<file path="config.mk">
export PLATFORM = sky130hd
export DESIGN_NAME = hex_display_bank
export DESIGN_NICKNAME = d
export VERILOG_FILES = /design/src/rtl/hex_display_bank.sv
export SDC_FILE = /design/constraint.sdc
export NUM_CORES = 1
export LEC_CHECK = 0
export ABC_AREA = 1
export CAP_MARGIN = 20
export CORE_MARGIN = 3
export CORE_UTILIZATION = 54
export CTS_CLUSTER_DIAMETER = 150
export DETAILED_ROUTE_END_ITERATION = 6
export GPL_TIMING_DRIVEN = 1
export HOLD_SLACK_MARGIN = 0.1
export MAX_ROUTING_LAYER = met4
export PLACE_DENSITY_LB_ADDON = 0.2
export SETUP_SLACK_MARGIN = 0.05
export SLEW_MARGIN = 20
export SYNTH_ARGS = -nofsm -noshare
export SYNTH_HDL_FRONTEND = slang
export SYNTH_SLANG_ARGS = --single-unit
</file>
<file path="constraint.sdc">
create_clock -name clk -period 6 [get_ports clk]
set_clock_uncertainty 0.15 [all_clocks]
set_input_delay 1.2 -clock clk [delete_from_list [all_inputs] [get_ports clk]]
set_output_delay 1.2 -clock clk [all_outputs]
set_load 0.02 [all_outputs]
</file>
<file path="src/rtl/hex_display_bank.sv">
// Multi-digit active-low seven-segment driver: latches a hex value on load and rewrites one digit per cycle, MSB first.
// Optional per-digit blinking is compiled in with HEX_DISPLAY_BLINK_EN.
module hex_display_bank #(
    parameter int unsigned NUM_DIGITS   = 6,
    parameter int unsigned NUM_SEGMENTS = 8,
    parameter int unsigned BLINK_DIV    = 25_000_000
) (
    input  logic                               clk,
    input  logic                               n_rst,
    input  logic [4*NUM_DIGITS-1:0]            value,
    input  logic [NUM_DIGITS-1:0]              dp_mask,
    input  logic                               blank_lz,
    input  logic                               load,
    input  logic [NUM_DIGITS-1:0]              blink_mask,
    output logic                               ready,
    output logic                               done,
    output logic [NUM_SEGMENTS*NUM_DIGITS-1:0] SS
);

    localparam int unsigned IDX_W = (NUM_DIGITS > 1) ? $clog2(NUM_DIGITS) : 1;
    localparam int unsigned VAL_W = 4 * NUM_DIGITS;

    typedef enum logic {
        IDLE = 1'b0,
        SCAN = 1'b1
    } state_t;

    state_t                  state, state_next;
    logic [IDX_W-1:0]        idx, idx_next;
    logic [VAL_W-1:0]        value_q, value_next;
    logic [NUM_DIGITS-1:0]   dp_q, dp_next;
    logic                    blz_q, blz_next;
    logic                    seen_nz, seen_nz_next;
    logic                    ready_next, done_next;
    logic                    seg_we;
    logic [7:0]              seg_wdata;
    logic [3:0]              nib;
    logic                    blank;
    logic [7:0]              seg_reg [NUM_DIGITS];

    // Segment patterns {g,f,e,d,c,b,a}, active low.
    function automatic logic [6:0] hex_lut(input logic [3:0] n);
        case (n)
            4'h0: hex_lut = 7'b1000000;
            4'h1: hex_lut = 7'b1111001;
            4'h2: hex_lut = 7'b0100100;
            4'h3: hex_lut = 7'b0110000;
            4'h4: hex_lut = 7'b0011001;
            4'h5: hex_lut = 7'b0010010;
            4'h6: hex_lut = 7'b0000010;
            4'h7: hex_lut = 7'b1111000;
            4'h8: hex_lut = 7'b0000000;
            4'h9: hex_lut = 7'b0010000;
            4'hA: hex_lut = 7'b0001000;
            4'hB: hex_lut = 7'b0000011;
            4'hC: hex_lut = 7'b1000110;
            4'hD: hex_lut = 7'b0100001;
            4'hE: hex_lut = 7'b0000110;
            default: hex_lut = 7'b0001110;
        endcase
    endfunction

    always_ff @(posedge clk or negedge n_rst) begin
        if (!n_rst) begin
            state   <= IDLE;
            idx     <= IDX_W'(NUM_DIGITS - 1);
            value_q <= '0;
            dp_q    <= '0;
            blz_q   <= 1'b0;
            seen_nz <= 1'b0;
            ready   <= 1'b1;
            done    <= 1'b0;
        end else begin
            state   <= state_next;
            idx     <= idx_next;
            value_q <= value_next;
            dp_q    <= dp_next;
            blz_q   <= blz_next;
            seen_nz <= seen_nz_next;
            ready   <= ready_next;
            done    <= done_next;
        end
    end

    // Next-state and scan datapath; seen_nz suppresses blanking once a nonzero digit was emitted.
    always_comb begin
        state_next   = state;
        idx_next     = idx;
        value_next   = value_q;
        dp_next      = dp_q;
        blz_next     = blz_q;
        seen_nz_next = seen_nz;
        ready_next   = 1'b0;
        done_next    = 1'b0;
        seg_we       = 1'b0;
        seg_wdata    = 8'hFF;
        nib          = value_q[4*idx +: 4];
        blank        = 1'b0;
        case (state)
            IDLE: begin
                ready_next = 1'b1;
                if (load) begin
                    value_next   = value;
                    dp_next      = dp_mask;
                    blz_next     = blank_lz;
                    idx_next     = IDX_W'(NUM_DIGITS - 1);
                    seen_nz_next = 1'b0;
                    state_next   = SCAN;
                    ready_next   = 1'b0;
                end
            end
            SCAN: begin
                seg_we = 1'b1;
                blank  = blz_q && (nib == 4'h0) && !seen_nz && (idx != '0);
                if (nib != 4'h0) begin
                    seen_nz_next = 1'b1;
                end
                seg_wdata = {~dp_q[idx], blank ? 7'h7F : hex_lut(nib)};
                if (idx == '0) begin
                    state_next = IDLE;
                    ready_next = 1'b1;
                    done_next  = 1'b1;
                end else begin
                    idx_next = idx - IDX_W'(1);
                end
            end
        endcase
    end

    always_ff @(posedge clk or negedge n_rst) begin
        if (!n_rst) begin
            for (int i = 0; i < NUM_DIGITS; i++) begin
                seg_reg[i] <= 8'hFF;
            end
        end else if (seg_we) begin
            seg_reg[idx] <= seg_wdata;
        end
    end

`ifdef HEX_DISPLAY_BLINK_EN
    localparam int unsigned CNT_W = $clog2(BLINK_DIV + 1);

    logic [CNT_W-1:0] blink_cnt;
    logic             phase;

    // Free-running blink timebase, independent of the scan.
    always_ff @(posedge clk or negedge n_rst) begin
        if (!n_rst) begin
            blink_cnt <= '0;
            phase     <= 1'b0;
        end else if (blink_cnt == CNT_W'(BLINK_DIV - 1)) begin
            blink_cnt <= '0;
            phase     <= ~phase;
        end else begin
            blink_cnt <= blink_cnt + CNT_W'(1);
        end
    end

    for (genvar g = 0; g < NUM_DIGITS; g++) begin : g_out
        assign SS[NUM_SEGMENTS*g +: NUM_SEGMENTS] = seg_reg[g] | {8{phase & blink_mask[g]}};
    end
`else
    wire unused_blink = ^{blink_mask, 32'(BLINK_DIV)};

    for (genvar g = 0; g < NUM_DIGITS; g++) begin : g_out
        assign SS[NUM_SEGMENTS*g +: NUM_SEGMENTS] = seg_reg[g];
    end
`endif

endmodule
</file>
==> results summary <==
The number of remaining DRC errors is 0. Of all cell types, the one taking the most synthesized area is sky130_fd_sc_hd__dfstp_2. The quantity of hold-fixing buffers added after cts came out at 0.

The standard cell core area is 7020 um^2. The worst setup path is captured at a register. The number of failing hold endpoints at the final stage is 0. The actual slew at the worst max-slew pin is 0.902 ns. Overall power consumption after layout is estimated at 3.33 mW. The total setup buffers inserted after CTS is 0. The net count reported at finish is 625.

The number of warnings reported in the yosys synthesis log came out at 0. The final estimated routing congestion in global placement came out at 0.815. The clock transition at the register clock pins on the worst setup and hold paths after CTS is about 0.10 ns. The worst register-to-register path has a depth of 15.

The largest net degree at the start of global routing came out at slightly below 90. The commonest cells after synthesis are sky130_fd_sc_hd__nand2_1, sky130_fd_sc_hd__dfstp_2, sky130_fd_sc_hd__dfrtp_1, sky130_fd_sc_hd__inv_1, sky130_fd_sc_hd__o21ai_0. For this block, the via count after detailed routing is 3453. The power per unit of standard cell area came out at 651 nW/um^2. The combined global-route utilization of all metal layers is 0.248. The number of gates resized after CTS was 0. The most common cell in the synthesized netlist is sky130_fd_sc_hd__nand2_1. The H-tree level count came out at 3. The total number of placement rows came out at 30. The largest vdd supply drop is 0.386 mV.

The most common flop cell mapped by yosys is sky130_fd_sc_hd__dfstp_2. For this run the aggregate overflow at the end of global routing stands at 0. In this run the mean area of a mapped cell was approximately 8 um^2.

The initial detailed-routing violation count is approximately 260. The number of sinks on the clock net came out at 86. The global-route wire length before repair came out at 16400 um.

The sequential share of the synthesized area is 0.550. The cell count after placement came out at 662. The maximum root-to-sink buffer count is 2. The total wire length after detailed routing is 9610 um. The critical register-to-register path endpoint is SS[1]. The x dimension of the die is 92.4 um. The sequential cells in the finished layout cover a total of 2220 um^2. The effective utilization at floorplan is 0.574. The detail route stage leaves a number of antenna-violating nets equal to 0. STA classifies the critical path startpoint as a register. Summed over all cells, the static leakage comes to between 2 and 2.5 nW. The first detailed-routing pass took 4 iterations. 0 antenna diodes ended up in the layout. The clock tree from TritonCTS is done. The flow ran to the end, and the final reports show no timing, DRC or antenna violations. The smallest hold slack came out at 0.319 ns. Synthesis produced a netlist with a net count of ~540. The worst hold path belongs to the class reg -> reg.

The vertical die dimension is 92.4 um. The area enclosed by the die boundary is 8530 um^2. Fill cells in the final layout number 555.

The count of different cell masters after synthesis is 28. Setup repair after global routing left no endpoint under its margin. The worst register-to-register path begins at idx[0].

After synthesis, the cell types taking the most area are sky130_fd_sc_hd__dfstp_2, sky130_fd_sc_hd__dfrtp_1, sky130_fd_sc_hd__nand2_1. For hold timing, the worst endpoint is SS[14]. The insertion delay to the later sink of the worst-skew pair is 0.36 ns. The count of input and output buffers came out at 83. The max-cap check violation count came out at 0. The cell count of the worst hold path is 2. The clock period minus worst slack is approximately 2.9 ns. The multi-input combinational cells in the finished layout cover a total of 1580 um^2. The number of flip-flops and latches in the synthesized netlist came out at 86. The number of enable-type register cells in the synthesized netlist is 0. Measured against its own limit, the worst slew margin works out to 0.399.

The endpoint arrival time on the critical path came out at 3.10 ns. The maximum net fanout on the critical path is 24. The total negative setup slack is 0 ns. For the worst setup path, the data required time is 6.16 ns.

The async set-or-reset flop fraction in the synthesized netlist came out at 1.00. The setup path with the least slack is of type reg -> reg. The cell area that synthesis handed to floorplanning was just over 4000 um^2.

The ratio of cells with drive above 1 in the final layout came out at 0.165. The number of cells produced by synthesis is ~490. The root buffer selected by CTS is sky130_fd_sc_hd__clkbuf_8.

Once detailed placement completed, the half-perimeter wirelength came to 6590 um. The max-slew violation total from the final report is 0. The number of global-route vias before repair was about 3500.

Based on the critical path, the design can be clocked at up to 340 MHz. The setup violation total in the final timing report came out at 0. In this run, CTS created clock tree buffers numbering 9. The start point of the worst hold path is SS[14]. The routed wirelength normalized by instance count is 14.2 um. The area growth from synthesis to layout is 26.8%. Of the post-synthesis cell area, the dominant cell type holds 0.333. Dividing the detail-routed via count by the number of cells gives 5.09. Excluding fillers, the count of instances in the completed layout stands at between 600 and 700. The worst-case register-to-register setup slack came out at 3.06 ns. The post-route clock period utilization came out at 0.490. The number of antenna violations at the first check in global routing was 0. Pin placement for this block handled 90 I/O pins.
-- sequential cells by signal, summed over array words and instances, names as in the netlist --
signal and count:
SS 48, value_q 24, dp_q 6, idx 3
blz_q 1, done 1, ready 1, seen_nz 1
state 1
-- cell families after synthesis --
group / share of synthesized area
DFF: 0.550
buffers and inverters: 0.0590
and+or+nand+nor: 0.313
AOI/OAI and AO/OA: 0.0534
adders and majority gates: 0.0248
-- worst max-delay path: stages (launching register included) --
cell	delay (ns)
sky130_fd_sc_hd__dfstp_2	0.83
sky130_fd_sc_hd__inv_2	0.27
sky130_fd_sc_hd__nor2_1	0.16
sky130_fd_sc_hd__nor2_1	0.05
sky130_fd_sc_hd__nand2_1	0.08
sky130_fd_sc_hd__nand3_2	0.15
sky130_fd_sc_hd__inv_2	0.14
sky130_fd_sc_hd__ha_1	0.20
sky130_fd_sc_hd__inv_1	0.05
sky130_fd_sc_hd__nor2_1	0.12
sky130_fd_sc_hd__nand2_1	0.07
sky130_fd_sc_hd__nand2_1	0.09
sky130_fd_sc_hd__nand2_2	0.13
sky130_fd_sc_hd__nand2_2	0.23
sky130_fd_sc_hd__nand2_1	0.09
sky130_fd_sc_hd__nand2_1	0.08
-- worst max-delay path by stage --
| stage | start | to | slack [ns] | cells past startpoint |
|---|---|---|---|---|
| floorplan | idx[0] | SS[33] | 3.78 | 15 |
| global placement | load | idx[1] | 2.77 | 7 |
| detailed placement | load | idx[1] | 2.70 | 7 |
| CTS | load | idx[1] | 3.06 | 7 |
| global route | idx[0] | SS[1] | 2.80 | 15 |
| finish | idx[0] | SS[1] | 3.06 | 15 |
-- metrics by stage --
step	util	area, um^2	worst slack (ns)
2_1_floorplan	-	4030	3.78
6_report	0.728	5110	3.06
3_3_place_gp	0.700	4910	2.77
5_1_grt	0.728	5110	2.80
3_5_place_dp	0.700	4910	2.70
4_1_cts	0.727	5110	3.06
-- area by class of cell --
cell class,instances,area share
clock buffer,11,0.0299
multi-input combinational,352,0.308
clock inverter,5,0.00808
sequential,86,0.434
tap,96,0.0235
inverter,44,0.0323
timing repair buffer,84,0.164
-- per-layer routing --
metal | GRT usage | share of wire | vias to the layer above
li1 | - | - | 1694
met1 | 0.336 | 0.44 | 1648
met2 | 0.390 | 0.49 | 102
met3 | 0.0544 | 0.060 | 9
met4 | 0.0557 | 0.0099 | 0
met5 | - | 0 | -
-- where the power goes --
part | switching (mW) | leakage [nW] | total, mW | internal [mW]
Sequential | 0.164 | 0.964 | 1.12 | 0.952
Clock | 0.220 | 0.0913 | 0.399 | 0.179
Combinational | 1.19 | 1.39 | 1.81 | 0.629
Total | 1.57 | 2.45 | 3.33 | 1.76
-- placed cells by master (no fill, tap or decap), types with 8 or more instances in the layout --
cell type	instances
sky130_fd_sc_hd__nand2_1	229
sky130_fd_sc_hd__clkdlybuf4s50_1	82
sky130_fd_sc_hd__dfstp_2	51
sky130_fd_sc_hd__dfrtp_1	35
sky130_fd_sc_hd__inv_1	32
sky130_fd_sc_hd__o21ai_0	28
sky130_fd_sc_hd__nor2_1	26
sky130_fd_sc_hd__nand3_1	23
sky130_fd_sc_hd__inv_2	10
sky130_fd_sc_hd__clkbuf_8	9
sky130_fd_sc_hd__ha_1	8
(Power assumes the default switching activity.)
